[src/rtl/pipe_ctrl_pkg.sv]
`default_nettype none
// +--------------------------------------------------------------------+
// | pipe_ctrl_pkg : shared types and widths for the pipeline controller |
// | Revision      : 1.0                                                 |
// +--------------------------------------------------------------------+
package pipe_ctrl_pkg;

    localparam int LOAD_WIDTH    = 3;
    localparam int REG_IDX_W     = 5;
    localparam int CNT_WIDTH_DEF = 32;

    typedef enum logic [0:0] {
        ST_RUN      = 1'b0,
        ST_MEM_WAIT = 1'b1
    } state_e;

endpackage
`default_nettype wire

[src/rtl/pipe_ctrl_if.sv]
`default_nettype none
// +--------------------------------------------------------------------+
// | pipe_ctrl_if : hazard inputs and stall/bubble controls of the core  |
// | Revision     : 1.0                                                  |
// +--------------------------------------------------------------------+
interface pipe_ctrl_if;

    logic [pipe_ctrl_pkg::REG_IDX_W-1:0]  FD_rs1_i;
    logic [pipe_ctrl_pkg::REG_IDX_W-1:0]  FD_rs2_i;
    logic                                 FD_use_rs1_i;
    logic                                 FD_use_rs2_i;
    logic [pipe_ctrl_pkg::LOAD_WIDTH-1:0] DD_load_op_i;
    logic                                 DD_need_dstE_i;
    logic [pipe_ctrl_pkg::REG_IDX_W-1:0]  DD_dstE_i;
    logic                                 E_mispredict_i;
    logic                                 M_req_i;
    logic                                 M_ack_i;

    logic PC_stall_o;
    logic F_stall_o;
    logic D_stall_o;
    logic E_stall_o;
    logic F_bubble_o;
    logic D_bubble_o;
    logic M_bubble_o;

    modport master (
        input  FD_rs1_i, FD_rs2_i, FD_use_rs1_i, FD_use_rs2_i,
        input  DD_load_op_i, DD_need_dstE_i, DD_dstE_i,
        input  E_mispredict_i, M_req_i, M_ack_i,
        output PC_stall_o, F_stall_o, D_stall_o, E_stall_o,
        output F_bubble_o, D_bubble_o, M_bubble_o
    );

    modport slave (
        output FD_rs1_i, FD_rs2_i, FD_use_rs1_i, FD_use_rs2_i,
        output DD_load_op_i, DD_need_dstE_i, DD_dstE_i,
        output E_mispredict_i, M_req_i, M_ack_i,
        input  PC_stall_o, F_stall_o, D_stall_o, E_stall_o,
        input  F_bubble_o, D_bubble_o, M_bubble_o
    );

endinterface
`default_nettype wire

[src/rtl/pipe_ctrl_hazard_detect.sv]
`default_nettype none
// +--------------------------------------------------------------------+
// | pipe_ctrl_hazard_detect : combinational load-use hazard detection  |
// | Revision                : 1.0                                      |
// +--------------------------------------------------------------------+
module pipe_ctrl_hazard_detect
    import pipe_ctrl_pkg::*;
(
    input  wire logic [REG_IDX_W-1:0]  fd_rs1_i,
    input  wire logic [REG_IDX_W-1:0]  fd_rs2_i,
    input  wire logic                  fd_use_rs1_i,
    input  wire logic                  fd_use_rs2_i,
    input  wire logic [LOAD_WIDTH-1:0] dd_load_op_i,
    input  wire logic                  dd_need_dst_i,
    input  wire logic [REG_IDX_W-1:0]  dd_dst_i,
    output logic                       lu_o
);

    logic load_writes;
    logic rs1_hit;
    logic rs2_hit;

    // x0 is hardwired, so a load targeting it never creates a dependency
    assign load_writes = (dd_load_op_i != '0) && dd_need_dst_i && (dd_dst_i != '0);
    assign rs1_hit     = fd_use_rs1_i && (fd_rs1_i == dd_dst_i);
    assign rs2_hit     = fd_use_rs2_i && (fd_rs2_i == dd_dst_i);
    assign lu_o        = load_writes && (rs1_hit || rs2_hit);

endmodule
`default_nettype wire

[src/rtl/pipe_ctrl.sv]
`default_nettype none
// +--------------------------------------------------------------------+
// | pipe_ctrl : stall/bubble controller with memory-wait FSM, counters |
// | Revision  : 1.0                                                    |
// +--------------------------------------------------------------------+
module pipe_ctrl
    import pipe_ctrl_pkg::*;
#(
    parameter int CNT_WIDTH   = CNT_WIDTH_DEF,
    parameter int MEM_TIMEOUT = 255
) (
    input  wire logic       clk_i,
    input  wire logic       rst,
    pipe_ctrl_if.master     bus,
    output logic [CNT_WIDTH-1:0] stall_cnt_o,
    output logic [CNT_WIDTH-1:0] flush_cnt_o,
    output logic            err_o
);

    localparam int WAIT_W = $clog2(MEM_TIMEOUT + 1);
    localparam logic [WAIT_W-1:0] c_wait_max = WAIT_W'(MEM_TIMEOUT);

    state_e                 state_q;
    logic [WAIT_W-1:0]      wait_q;
    logic [WAIT_W-1:0]      wait_d;
    logic                   err_q;
    logic [CNT_WIDTH-1:0]   stall_cnt_q;
    logic [CNT_WIDTH-1:0]   flush_cnt_q;

    logic lu;
    logic mw;
    logic flush;
    logic any_stall;

    pipe_ctrl_hazard_detect u_hazard_detect (
        .fd_rs1_i     (bus.FD_rs1_i),
        .fd_rs2_i     (bus.FD_rs2_i),
        .fd_use_rs1_i (bus.FD_use_rs1_i),
        .fd_use_rs2_i (bus.FD_use_rs2_i),
        .dd_load_op_i (bus.DD_load_op_i),
        .dd_need_dst_i(bus.DD_need_dstE_i),
        .dd_dst_i     (bus.DD_dstE_i),
        .lu_o         (lu)
    );

    // In MEM_WAIT a dropped request is a protocol violation that releases the
    // stall, so both states reduce to the same wait condition.
    assign mw        = bus.M_req_i & ~bus.M_ack_i;
    assign flush     = bus.E_mispredict_i & ~mw;
    assign any_stall = mw | (lu & ~bus.E_mispredict_i);
    assign wait_d    = (wait_q == c_wait_max) ? wait_q : wait_q + WAIT_W'(1);

    always_comb begin
        bus.PC_stall_o = 1'b0;
        bus.F_stall_o  = 1'b0;
        bus.D_stall_o  = 1'b0;
        bus.E_stall_o  = 1'b0;
        bus.F_bubble_o = 1'b0;
        bus.D_bubble_o = 1'b0;
        bus.M_bubble_o = 1'b0;
        if (!rst) begin
            bus.F_bubble_o = 1'b1;
            bus.D_bubble_o = 1'b1;
            bus.M_bubble_o = 1'b1;
        end else if (mw) begin
            bus.PC_stall_o = 1'b1;
            bus.F_stall_o  = 1'b1;
            bus.D_stall_o  = 1'b1;
            bus.E_stall_o  = 1'b1;
            bus.M_bubble_o = 1'b1;
        end else if (bus.E_mispredict_i) begin
            bus.F_bubble_o = 1'b1;
            bus.D_bubble_o = 1'b1;
        end else if (lu) begin
            bus.PC_stall_o = 1'b1;
            bus.F_stall_o  = 1'b1;
            bus.D_bubble_o = 1'b1;
        end
    end

    always_ff @(posedge clk_i or negedge rst) begin
        if (!rst) begin
            state_q     <= ST_RUN;
            wait_q      <= '0;
            err_q       <= 1'b0;
            stall_cnt_q <= '0;
            flush_cnt_q <= '0;
        end else begin
            if (any_stall) begin
                stall_cnt_q <= stall_cnt_q + CNT_WIDTH'(1);
            end
            if (flush) begin
                flush_cnt_q <= flush_cnt_q + CNT_WIDTH'(1);
            end
            case (state_q)
                ST_RUN: begin
                    if (mw) begin
                        state_q <= ST_MEM_WAIT;
                        wait_q  <= '0;
                    end
                end
                ST_MEM_WAIT: begin
                    if (bus.M_ack_i) begin
                        state_q <= ST_RUN;
                    end else if (!bus.M_req_i) begin
                        state_q <= ST_RUN;
                        err_q   <= 1'b1;
                    end else begin
                        wait_q <= wait_d;
                        if (wait_d == c_wait_max) begin
                            err_q <= 1'b1;
                        end
                    end
                end
                default: state_q <= ST_RUN;
            endcase
        end
    end

    assign stall_cnt_o = stall_cnt_q;
    assign flush_cnt_o = flush_cnt_q;
    assign err_o       = err_q;

endmodule
`default_nettype wire

[src/flat_wrapper.sv]
// flat-port wrapper written by rule: the top's interface ports become plain ports
module pipe_ctrl_flat import pipe_ctrl_pkg::*;
#(
    parameter int CNT_WIDTH   = CNT_WIDTH_DEF,
    parameter int MEM_TIMEOUT = 255
)
  (clk_i, rst, stall_cnt_o, flush_cnt_o, err_o, bus_FD_rs1_i, bus_FD_rs2_i, bus_FD_use_rs1_i, bus_FD_use_rs2_i, bus_DD_load_op_i, bus_DD_need_dstE_i, bus_DD_dstE_i, bus_E_mispredict_i, bus_M_req_i, bus_M_ack_i, bus_PC_stall_o, bus_F_stall_o, bus_D_stall_o, bus_E_stall_o, bus_F_bubble_o, bus_D_bubble_o, bus_M_bubble_o);
  pipe_ctrl_if bus_i ();
  input  wire logic clk_i;
  input  wire logic rst;
  output logic [CNT_WIDTH-1:0] stall_cnt_o;
  output logic [CNT_WIDTH-1:0] flush_cnt_o;
  output logic err_o;
  input wire logic [$bits(bus_i.FD_rs1_i)-1:0] bus_FD_rs1_i;
  input wire logic [$bits(bus_i.FD_rs2_i)-1:0] bus_FD_rs2_i;
  input wire logic [$bits(bus_i.FD_use_rs1_i)-1:0] bus_FD_use_rs1_i;
  input wire logic [$bits(bus_i.FD_use_rs2_i)-1:0] bus_FD_use_rs2_i;
  input wire logic [$bits(bus_i.DD_load_op_i)-1:0] bus_DD_load_op_i;
  input wire logic [$bits(bus_i.DD_need_dstE_i)-1:0] bus_DD_need_dstE_i;
  input wire logic [$bits(bus_i.DD_dstE_i)-1:0] bus_DD_dstE_i;
  input wire logic [$bits(bus_i.E_mispredict_i)-1:0] bus_E_mispredict_i;
  input wire logic [$bits(bus_i.M_req_i)-1:0] bus_M_req_i;
  input wire logic [$bits(bus_i.M_ack_i)-1:0] bus_M_ack_i;
  output wire logic [$bits(bus_i.PC_stall_o)-1:0] bus_PC_stall_o;
  output wire logic [$bits(bus_i.F_stall_o)-1:0] bus_F_stall_o;
  output wire logic [$bits(bus_i.D_stall_o)-1:0] bus_D_stall_o;
  output wire logic [$bits(bus_i.E_stall_o)-1:0] bus_E_stall_o;
  output wire logic [$bits(bus_i.F_bubble_o)-1:0] bus_F_bubble_o;
  output wire logic [$bits(bus_i.D_bubble_o)-1:0] bus_D_bubble_o;
  output wire logic [$bits(bus_i.M_bubble_o)-1:0] bus_M_bubble_o;
  assign bus_i.FD_rs1_i = bus_FD_rs1_i;
  assign bus_i.FD_rs2_i = bus_FD_rs2_i;
  assign bus_i.FD_use_rs1_i = bus_FD_use_rs1_i;
  assign bus_i.FD_use_rs2_i = bus_FD_use_rs2_i;
  assign bus_i.DD_load_op_i = bus_DD_load_op_i;
  assign bus_i.DD_need_dstE_i = bus_DD_need_dstE_i;
  assign bus_i.DD_dstE_i = bus_DD_dstE_i;
  assign bus_i.E_mispredict_i = bus_E_mispredict_i;
  assign bus_i.M_req_i = bus_M_req_i;
  assign bus_i.M_ack_i = bus_M_ack_i;
  assign bus_PC_stall_o = bus_i.PC_stall_o;
  assign bus_F_stall_o = bus_i.F_stall_o;
  assign bus_D_stall_o = bus_i.D_stall_o;
  assign bus_E_stall_o = bus_i.E_stall_o;
  assign bus_F_bubble_o = bus_i.F_bubble_o;
  assign bus_D_bubble_o = bus_i.D_bubble_o;
  assign bus_M_bubble_o = bus_i.M_bubble_o;
  pipe_ctrl #(.CNT_WIDTH(CNT_WIDTH), .MEM_TIMEOUT(MEM_TIMEOUT)) u_core (.clk_i(clk_i), .rst(rst), .bus(bus_i), .stall_cnt_o(stall_cnt_o), .flush_cnt_o(flush_cnt_o), .err_o(err_o));
endmodule
[config.mk]
export PLATFORM = sky130hd
export DESIGN_NAME = pipe_ctrl_flat
export DESIGN_NICKNAME = d
export VERILOG_FILES = /design/src/rtl/pipe_ctrl_pkg.sv /design/src/rtl/pipe_ctrl_if.sv /design/src/rtl/pipe_ctrl_hazard_detect.sv /design/src/rtl/pipe_ctrl.sv /design/src/flat_wrapper.sv
export SDC_FILE = /design/constraint.sdc
export NUM_CORES = 1
export LEC_CHECK = 0
export ABC_AREA = 1
export CORE_UTILIZATION = 49
export CTS_BUF_LIST = sky130_fd_sc_hd__clkbuf_8
export DETAILED_ROUTE_END_ITERATION = 10
export PLACE_DENSITY = 0.78
export SLEW_MARGIN = 30
export SYNTH_ARGS = -nofsm -noshare
export SYNTH_HDL_FRONTEND = slang
export SYNTH_HIERARCHICAL = 1
export SYNTH_SLANG_ARGS = --single-unit
export TNS_END_PERCENT = 20
[constraint.sdc]
create_clock -name clk_i -period 3.5 [get_ports clk_i]
set_input_delay 0.7 -clock clk_i [delete_from_list [all_inputs] [get_ports clk_i]]
set_output_delay 0.7 -clock clk_i [all_outputs]
set_load 0.02 [all_outputs]
# --- Word-level counts from Yosys, hierarchy flattened ---
# Index checks and enable logic that the tools add are counted.
op_classes:
  eq_ne: 8
  bitwise: 8
  add_sub_neg: 3
  div: 0
  mux: 23
  mul: 0
  order_cmp: 0
  shift: 0
  n_reduce_logical: 10
op_table:
  columns: ["cell", "count"]
  rows:
  - ["$add A32 B1 Y32 const B", 2]
  - ["$mux W8", 4]
  - ["$mux W1", 17]
  - ["$eq A8 B8 Y1 const B", 2]
  - ["$pmux W8 S2", 1]
  - ["$eq A5 B5 Y1", 2]
  - ["$add A8 B1 Y8 const B", 1]
  - ["$reduce_and A3 Y1", 2]
  - ["$logic_and A1 B1 Y1", 5]
  - ["$reduce_bool A5 Y1", 1]
  - ["$ne A2 B1 Y1 const B", 2]
  - ["$ne A2 B2 Y1 const B", 2]
  - ["$not A1 Y1", 4]
  - ["$and A1 B1 Y1", 3]
  - ["$reduce_bool A3 Y1", 1]
  - ["$pmux W1 S2", 1]
  - ["$logic_or A1 B1 Y1", 1]
  - ["$or A1 B1 Y1", 1]
totals:
  ram_bits: 0
  mem_bits_ro: 0
  n_memories: 0
  ff_bits: 74
  latchBits: 0
  elab_cells: 57

# --- Logic depth before layout (Yosys ltp) ---
# Gate-level depths: netlist of run 1.
logic_depth:
  word_depth: 8
  mapped_depth: 15

# --- Cells and area by module ---
# Netlist of run 1, hierarchy kept.
modules_own_cells:
  columns: ["module", "n_inst", "cells_per_inst", "seq_area_each_um2", "area_each_um2"]
  rows:
  - ["pipe_ctrl", 1, 547, 1851.8, 4239.1]
  - ["pipe_ctrl_hazard_detect", 1, 58, 0.0, 239.0]

# --- Worst setup path after synthesis of run 1 ---
# No wires, ideal clock.
synth_timing:
  path_kind: "in2out"
  from: "input port bus_FD_rs2_i[1]"
  to: "output port bus_PC_stall_o"
  arrival_time_ps: 2149
  setup_slack_ps: 651
  cell_stages: 11
  cell_sequence: "inv_1 > nand2_1 > nand2_1 > nor2_2 > nand3_1 > a21oi_1 > nand2_1 > nand2_8 > clkinv_1 > nor2_1 > buf_4"
synth_via:
  elab_chain_cells: 8
synth_rtl:
  columns: ["item", "line_no", "rtl"]
  rows:
  - ["from (decl)", "flat_wrapper.sv:15", "input wire logic [$bits(bus_i.FD_rs2_i)-1:0] bus_FD_rs2_i;"]
  - ["$eq A5 B5 Y1", "pipe_ctrl_hazard_detect.sv:26", "assign rs2_hit = fd_use_rs2_i && (fd_rs2_i == dd_dst_i);"]
  - ["$logic_and A1 B1 Y1", "pipe_ctrl_hazard_detect.sv:26", null]
  - ["$logic_or A1 B1 Y1", "pipe_ctrl_hazard_detect.sv:27", "assign lu_o = load_writes && (rs1_hit || rs2_hit);"]
  - ["$logic_and A1 B1 Y1", "pipe_ctrl_hazard_detect.sv:27", null]
  - ["named net u_core.lu", "pipe_ctrl.sv:30", "logic lu;"]
  - ["$mux W1 (4 in a row)", null, null]
  - ["to (decl)", "flat_wrapper.sv:24", "output wire logic [$bits(bus_i.PC_stall_o)-1:0] bus_PC_stall_o;"]
# The timed path passes the listed nets, and every way through them passes these cells.

# --- Final worst setup path of run 1 ---
layout_timing:
  from: "input port bus_DD_dstE_i[4]"
  to: "output port bus_D_bubble_o"
layout_via:
  elab_chain_cells: 8
layout_rtl:
  columns: ["item", "line_no", "rtl"]
  rows:
  - ["from (decl)", "flat_wrapper.sv:20", "input wire logic [$bits(bus_i.DD_dstE_i)-1:0] bus_DD_dstE_i;"]
  - ["$eq A5 B5 Y1 (on tied branches)", "pipe_ctrl_hazard_detect.sv:25, pipe_ctrl_hazard_detect.sv:26", null]
  - ["$logic_and A1 B1 Y1 (on tied branches)", "pipe_ctrl_hazard_detect.sv:25, pipe_ctrl_hazard_detect.sv:26", null]
  - ["$logic_or A1 B1 Y1", "pipe_ctrl_hazard_detect.sv:27", null]
  - ["$logic_and A1 B1 Y1 *", "pipe_ctrl_hazard_detect.sv:27", null]
  - ["named net u_core.lu", "pipe_ctrl.sv:30", null]
  - ["$mux W1 *", "pipe_ctrl.sv:74", "end else if (lu) begin"]
  - ["$mux W1 *", "pipe_ctrl.sv:71", "end else if (bus.E_mispredict_i) begin"]
  - ["$mux W1 *", "pipe_ctrl.sv:65", "end else if (mw) begin"]
  - ["$mux W1 *", "pipe_ctrl.sv:61", "if (!rst) begin"]
  - ["to (decl)", "flat_wrapper.sv:29", "output wire logic [$bits(bus_i.D_bubble_o)-1:0] bus_D_bubble_o;"]
# The timed path passes the listed nets; every way through them passes the cells marked *.

==> results_dict.tcl, run 1 <==
set metrics [dict create \
    pin_count 98 \
    wirelength_um 11000 \
    clkPwrFrac 0.330 \
    syn_inst 605 \
    drv_cap 0 \
    route.vias.total 4214 \
    synthTopCellsByArea "dfrtp_1 41%, nand2_1 17%, nor2_1 6.3%" \
    htree_num_levels 3 \
    fillers 764 \
    muxShareOfSynthArea 0 \
    synth_flop_cell "dfrtp_1" \
    grt_max_degree 75 \
    synth.most_common_cell "nand2_1" \
    worst_pin_slew_ns 0.665 \
    synthSimpleGateAreaFrac 0.379 \
    synth_compound_area_frac 0.0293 \
    cts_buffer_depth 2 \
    busiest_layer "met2" \
    grt_pass1_vias 4084 \
    synth_warnings 6 \
    cts_setup_buffers 0 \
    timing_hold_violations_final 0 \
    cp_max_fo 4 \
    cpLargestDelayFamily "buffers and inverters" \
    area_delta_synth_final_pct 29.6 \
    cpPeakStageDelay_ns 0.62 \
    yosysSeqAreaShare 0.414 \
    synth_top_area_cell "dfrtp_1" \
    stdcell_area_um2 5810 \
    p_comb_frac 0.219 \
    syn_area_um2 4480 \
    r2r_end "u_core/stall_cnt_o[22]$_DFFE_PN0N_" \
    cts_hold_buffers 0 \
    crit_top_cell "nand2_1" \
    layout-drive-gt1-share 0.0837 \
    finClkSkew_ns 0.00746 \
    rsz0062_at_grt "no" \
    start_kind "primary input" \
    vias_per_cell 5.11 \
    met1_usage 0.305 \
    start_util 0.511 \
    ir_drop_uv 274 \
    required_ns 2.80 \
    setup_viol 0 \
    grt_usage 0.242 \
    outcome "completed" \
    gr-usage-met3 0.0489 \
    ant_nets 0 \
    synth_xor_area_frac 0.102 \
    r2r_slack_ns 1.67 \
    synth-seq-cells 74 \
    cts_root_buf "clkbuf_8" \
    ys_types 34 \
    drv_slew 0 \
    hpwl_um 8380 \
    crit_path_end_kind "primary output" \
    cp_cell_sequence "clkdlybuf4s50_1 > inv_2 > nand2_1 > nand2_1 > nor2_1 > nand3_1 > a21oi_1 > nand2_1 > nand2_1 > clkdlybuf4s50_1" \
    grt_use_met2 0.411 \
    n_antenna_cell 0 \
    async_reset_ff_frac 1.00 \
    avgSynthCellArea_um2 7.40 \
    num_rows 34 \
    power.total_mw 2.28 \
    switching_share 0.303 \
    synth_top_cell_area_share 0.414 \
    placed_area_um2 5580 \
    yosys-top-cells-count "202 x nand2_1, 75 x nor2_1, 74 x dfrtp_1" \
    placed_cells 809 \
    power_density_nw_per_um2 393 \
    worstPathArrival_ns 2.51 \
    firstDrtPassIters 5 \
    p_seq_frac 0.450 \
    cts.sink_count 74 \
    routedWlPerCell_um 13.3 \
    final_cells 825 \
    multi_input_area_um2 2320 \
    p_leak_nw 2.75 \
    slew_headroom 0.557 \
    core-area_um2 8760 \
    internal-power_mw 1.59 \
    p_sw_mw 0.692 \
    cts_tree "built" \
    reg2reg_from "u_core/stall_cnt_o[0]$_DFFE_PN0N_" \
    die_h_um 97.6 \
    overflow 0 \
    worstSkewPairLatency_ns 0.35 \
    path_clk_slew_ns 0.08 \
    cts_inserted_buffers 9 \
    cp-endpoint "bus_D_bubble_o" \
    port_buffers 97 \
    regArea_um2 1850 \
    initialDrtViolationCount 210 \
    min_period_ns 3.21 \
    reg2reg_depth 8 \
    finalNetCount 741 \
    antenna_found_initial 0 \
    cp.depth 10 \
    routabilityCongestion 0.886 \
    synth_nets 634 \
    fmax_mhz 311 \
    drc 0 \
    die_w_um 97.6 \
    slowest_stage "clkdlybuf4s50_1" \
    hp-class "in -> async" \
    synth-edff-count 0 \
    critPathKind "in -> out" \
    cp-startpoint "bus_DD_dstE_i[4]" \
    grt_first_pass_wirelength_um 18600 \
    layout_worst_path_cycle_share 0.918 \
    cp_num_buf_inv 3 \
    die-area_um2 9520 \
    synth_fa_ha_area_frac 0.00838 \
    synth_top_family_by_area "simple AND/OR/NAND/NOR gates" \
]
[flip-flops by register name (all words and copies together) (netlist names)]
signal / count
u_core/flush_cnt_o: 32
u_core/state_q: 1
u_core/stall_cnt_o: 32
u_core/err_o: 1
u_core/wait_q: 8
[layout by cell type, fill, tap and decap left out, drive strengths merged]
master	count
a21boi	1
a21oi	4
a22oi	1
a32o	3
and3	3
buf	5
bufinv	2
clkbuf	13
clkdlybuf4s50	94
clkinv	4
dfrtp	74
ha	3
inv	72
nand2	212
nand3	34
nand3b	6
nand4	8
nor2	86
nor3	27
nor4	1
o21ai	7
o22ai	5
xnor2	23
xor2	29
[power groups by stage]
| stage | registers, mW | clock network (mW) | logic, mW |
|---|---|---|---|
| global route | 1.04 | 0.799 | 0.545 |
| CTS | 1.03 | 0.768 | 0.504 |
| finish | 1.03 | 0.754 | 0.501 |
| global placement | 1.04 | 0 | 0.493 |
| detailed placement | 1.04 | 0 | 0.501 |
| floorplan | 1.10 | 0 | 0.194 |
[worst min path at each step]
stage	start	to	slack, ns	depth (start not counted)
2_1_floorplan	rst	u_core/err_o$_DFFE_PN0P_	0.40	0
3_3_place_gp	u_core/err_o$_DFFE_PN0P_	u_core/err_o$_DFFE_PN0P_	0.46	2
3_5_place_dp	u_core/err_o$_DFFE_PN0P_	u_core/err_o$_DFFE_PN0P_	0.45	2
4_1_cts	u_core/err_o$_DFFE_PN0P_	u_core/err_o$_DFFE_PN0P_	0.49	2
5_1_grt	u_core/err_o$_DFFE_PN0P_	u_core/err_o$_DFFE_PN0P_	0.50	2
6_report	rst	u_core/wait_q[2]$_DFFE_PN0P_	0.48	2
[repair_timing]
| action | CTS | global route |
|---|---|---|
| setup endpoints to repair | 2 | 2 |
| endpoints found under the hold margin | 0 | 0 |
| gates resized for setup | 2 | 4 |
[per-layer routing]
metal	routed length, µm	vias up
met4	185	0
met3	664	17
met5	0	-
met2	5340	133
li1	-	2108
met1	4810	1956
[cell type report]
class / count / share of cell area
multi-input combinational: 453 / 0.400
tap: 108 / 0.0233
sequential: 74 / 0.319
clock inverter: 5 / 0.0134
timing repair buffer: 101 / 0.171
inverter: 73 / 0.0472
clock buffer: 11 / 0.0261
[metrics by stage]
step	hold WS [ns]	TNS [ns]	worst slack, ns	utilization
after floorplan	0.404	0	0.651	-
after global placement	0.460	-0.0102	-0.00556	0.637
after detailed placement	0.451	-0.213	-0.114	0.637
after CTS	0.486	0	0.164	0.663
after global routing	0.497	0	0.0805	0.662
final	0.480	0	0.286	0.662
[kinds of logic (layout without fill, tap and decap cells)]
family,count (synthesis),in the layout
xor+xnor,52,52
compound gates,21,21
flops,74,74
fa+ha+maj,3,3
buf+inv,78,190
simple gates,377,377
[worst reg2reg max path, cell delays in order (launching register included)]
cell and delay (ns):
dfrtp_1 0.43, ha_1 0.22, nand3_1 0.13, nor2_2 0.21
nand4_4 0.15, nor2_2 0.18, nand2_1 0.12, nor2_1 0.15
xor2_1 0.16
Note: power is estimated with default switching activity, not from simulation.
==> run 2: changes to the inputs <==
--- a/config.mk
+++ b/config.mk
@@ -6,10 +6,10 @@
 export NUM_CORES = 1
 export LEC_CHECK = 0
 export ABC_AREA = 1
-export CORE_UTILIZATION = 49
+export CORE_UTILIZATION = 31
 export CTS_BUF_LIST = sky130_fd_sc_hd__clkbuf_8
 export DETAILED_ROUTE_END_ITERATION = 10
-export PLACE_DENSITY = 0.78
+export PLACE_DENSITY = 0.53
 export SLEW_MARGIN = 30
 export SYNTH_ARGS = -nofsm -noshare
 export SYNTH_HDL_FRONTEND = slang
==> run 2 against run 1 <==
Compared with the run above: clock skew about the same; wire length increased by 4.4%; final area up 1.1%; die area rose by 57%; maximum frequency down 2.3%; critical path type unchanged; critical endpoint is now bus_PC_stall_o.
==> results_dict.tcl, run 2 (synthesized netlist as in run 1, its figures left out) <==
set metrics [dict create \
    overflow 0 \
    final_cell_mix "202 x nand2_1, 94 x clkdlybuf4s50_1, 75 x nor2_1, 74 x dfrtp_1, 62 x inv_1" \
    cpLargestDelayFamily "buffers and inverters" \
    drv_cap 0 \
    start_util 0.320 \
    grt_pass1_vias 4001 \
    cts_root_buf "clkbuf_8" \
    slew_headroom 0.575 \
    placed_cells 883 \
    finalNetCount 743 \
    die-area_um2 14900 \
    power.total_mw 2.15 \
    initialDrtViolationCount 265 \
    core-area_um2 14000 \
    path_clk_slew_ns 0.08 \
    worstSkewPairLatency_ns 0.35 \
    p_leak_nw 2.75 \
    area_delta_synth_final_pct 31.1 \
    die_w_um 122 \
    mostFrequentLayoutCell "nand2_1" \
    die_h_um 122 \
    pin_count 98 \
    routedWlPerCell_um 12.8 \
    postLayoutCoreUtil 0.420 \
    min_period_ns 3.29 \
    crit_path_end_kind "primary output" \
    firstDrtPassIters 4 \
    antenna_found_initial 0 \
    cts_buffer_depth 2 \
    route.vias.total 4100 \
    timing_hold_violations_final 0 \
    cp_max_fo 4 \
    setup_viol 0 \
    cts.sink_count 74 \
    port_buffers 97 \
    drv_slew 0 \
    crit_top_cell "nand2_2" \
    finClkSkew_ns 0.00786 \
    cp_num_buf_inv 4 \
    required_ns 2.80 \
    worstPathArrival_ns 2.59 \
    ant_nets 0 \
    multi_input_area_um2 2320 \
    slowest_stage "clkdlybuf4s50_1" \
    n_antenna_cell 0 \
    power_density_nw_per_um2 366 \
    drc 0 \
    hp-class "in -> async" \
    cts_tree "built" \
    regArea_um2 1850 \
    final_cells 899 \
    routabilityCongestion 0.848 \
    fillers 1461 \
    hpwl_um 8930 \
    num_rows 43 \
    cp_cell_sequence "clkdlybuf4s50_1 > inv_2 > nand2_2 > nand2_2 > nor2_2 > nand3_1 > a21oi_1 > nand2_1 > nand2_8 > clkinv_1 > nor2_1 > dlygate4sd2_1" \
    layout-drive-gt1-share 0.0821 \
    fmax_mhz 304 \
    vias_per_cell 4.56 \
    cts_inserted_buffers 9 \
    cts_hold_buffers 0 \
    layout_worst_path_cycle_share 0.940 \
    grt_max_degree 70 \
    outcome "completed" \
    ir_drop_uv 186 \
    wirelength_um 11500 \
    critPathKind "in -> out" \
    htree_num_levels 3 \
    start_kind "primary input" \
    rsz0062_at_grt "no" \
    cpPeakStageDelay_ns 0.54 \
    grt_first_pass_wirelength_um 18900 \
    worst_pin_slew_ns 0.638 \
    grt_usage 0.162 \
    cts_setup_buffers 0 \
]
==> run 2: cell types whose count changed in the layout (fill, tap and decap cells not counted), sizes merged <==
cell | before | now
buf | 5 | 7
clkbuf | 13 | 12
inv | 72 | 73
bufinv | 2 | 0
dlygate4sd2 | 0 | 2
==> run 2: per-layer routing <==
metal	vias to the layer above	GRT usage	wire [µm]
met5	-	0	0
met4	0	0.0495	131
li1	2108	-	-
met3	10	0.0421	627
met1	1898	0.213	5480
met2	84	0.261	5250
==> run 2: cell type report <==
class                           instances  area share
Multi-Input combinational cell        453       0.396
Sequential cell                        74       0.315
Tap cell                              180      0.0384
Timing Repair Buffer                  103       0.173
Clock inverter                          4     0.00298
Inverter                               73      0.0467
Clock buffer                           12      0.0281
==> run 2: where the power goes <==
group	internal, mW	leakage (nW)	switching, mW
Sequential	0.926	0.973	0.104
Combinational	0.227	1.67	0.274
Clock	0.309	0.105	0.308
Total	1.46	2.75	0.686
==> run 2: worst paths after layout <==
| kind | startpoint | end | slack, ns | depth (start not counted) |
|---|---|---|---|---|
| max in group asynchronous | rst | u_core/stall_cnt_o[31]$_DFFE_PN0N_ | 2.49 | 2 |
| setup / recovery | bus_DD_dstE_i[4] | bus_PC_stall_o | 0.21 | 12 |
| setup reg to reg | u_core/stall_cnt_o[0]$_DFFE_PN0N_ | u_core/stall_cnt_o[22]$_DFFE_PN0N_ | 1.66 | 8 |
| min in group clk_i | u_core/err_o$_DFFE_PN0P_ | u_core/err_o$_DFFE_PN0P_ | 0.47 | 2 |
| hold reg to reg | u_core/err_o$_DFFE_PN0P_ | u_core/err_o$_DFFE_PN0P_ | 0.47 | 2 |
| hold / removal | rst | u_core/flush_cnt_o[11]$_DFFE_PN0P_ | 0.16 | 1 |
==> run 2: worst register-to-register path, delay by kind of cell (launching register included) <==
kind,cells,cell delay (ns)
flops,1,0.44
fa+ha+maj,1,0.23
simple gates,6,0.95
xor+xnor,1,0.15
==> run 2: timing repair <==
item / in CTS / in global routing
gates resized for setup: 2 / 0
hold endpoints to repair: 0 / 0
setup endpoints to repair: 2 / 0
==> run 2: through the flow <==
step	setup slack, ns	cell area (µm²)	setup TNS, ns	hold slack, ns
6_report	0.210	5870	0	0.164
5_1_grt	0.0178	5870	0	0.146
4_1_cts	0.201	5870	0	0.140
3_5_place_dp	-0.0767	5690	-0.145	0.458
3_3_place_gp	-0.0594	5690	-0.117	0.446
2_1_floorplan	0.651	4480	0	0.404
==> run 3: changes to the inputs <==
--- a/config.mk
+++ b/config.mk
@@ -15,4 +15,4 @@
 export SYNTH_HDL_FRONTEND = slang
 export SYNTH_HIERARCHICAL = 1
 export SYNTH_SLANG_ARGS = --single-unit
-export TNS_END_PERCENT = 20
+export TNS_END_PERCENT = 1
==> results of run 3 <==
No change in the layout: final DEF, timing and power equal those of run 2.
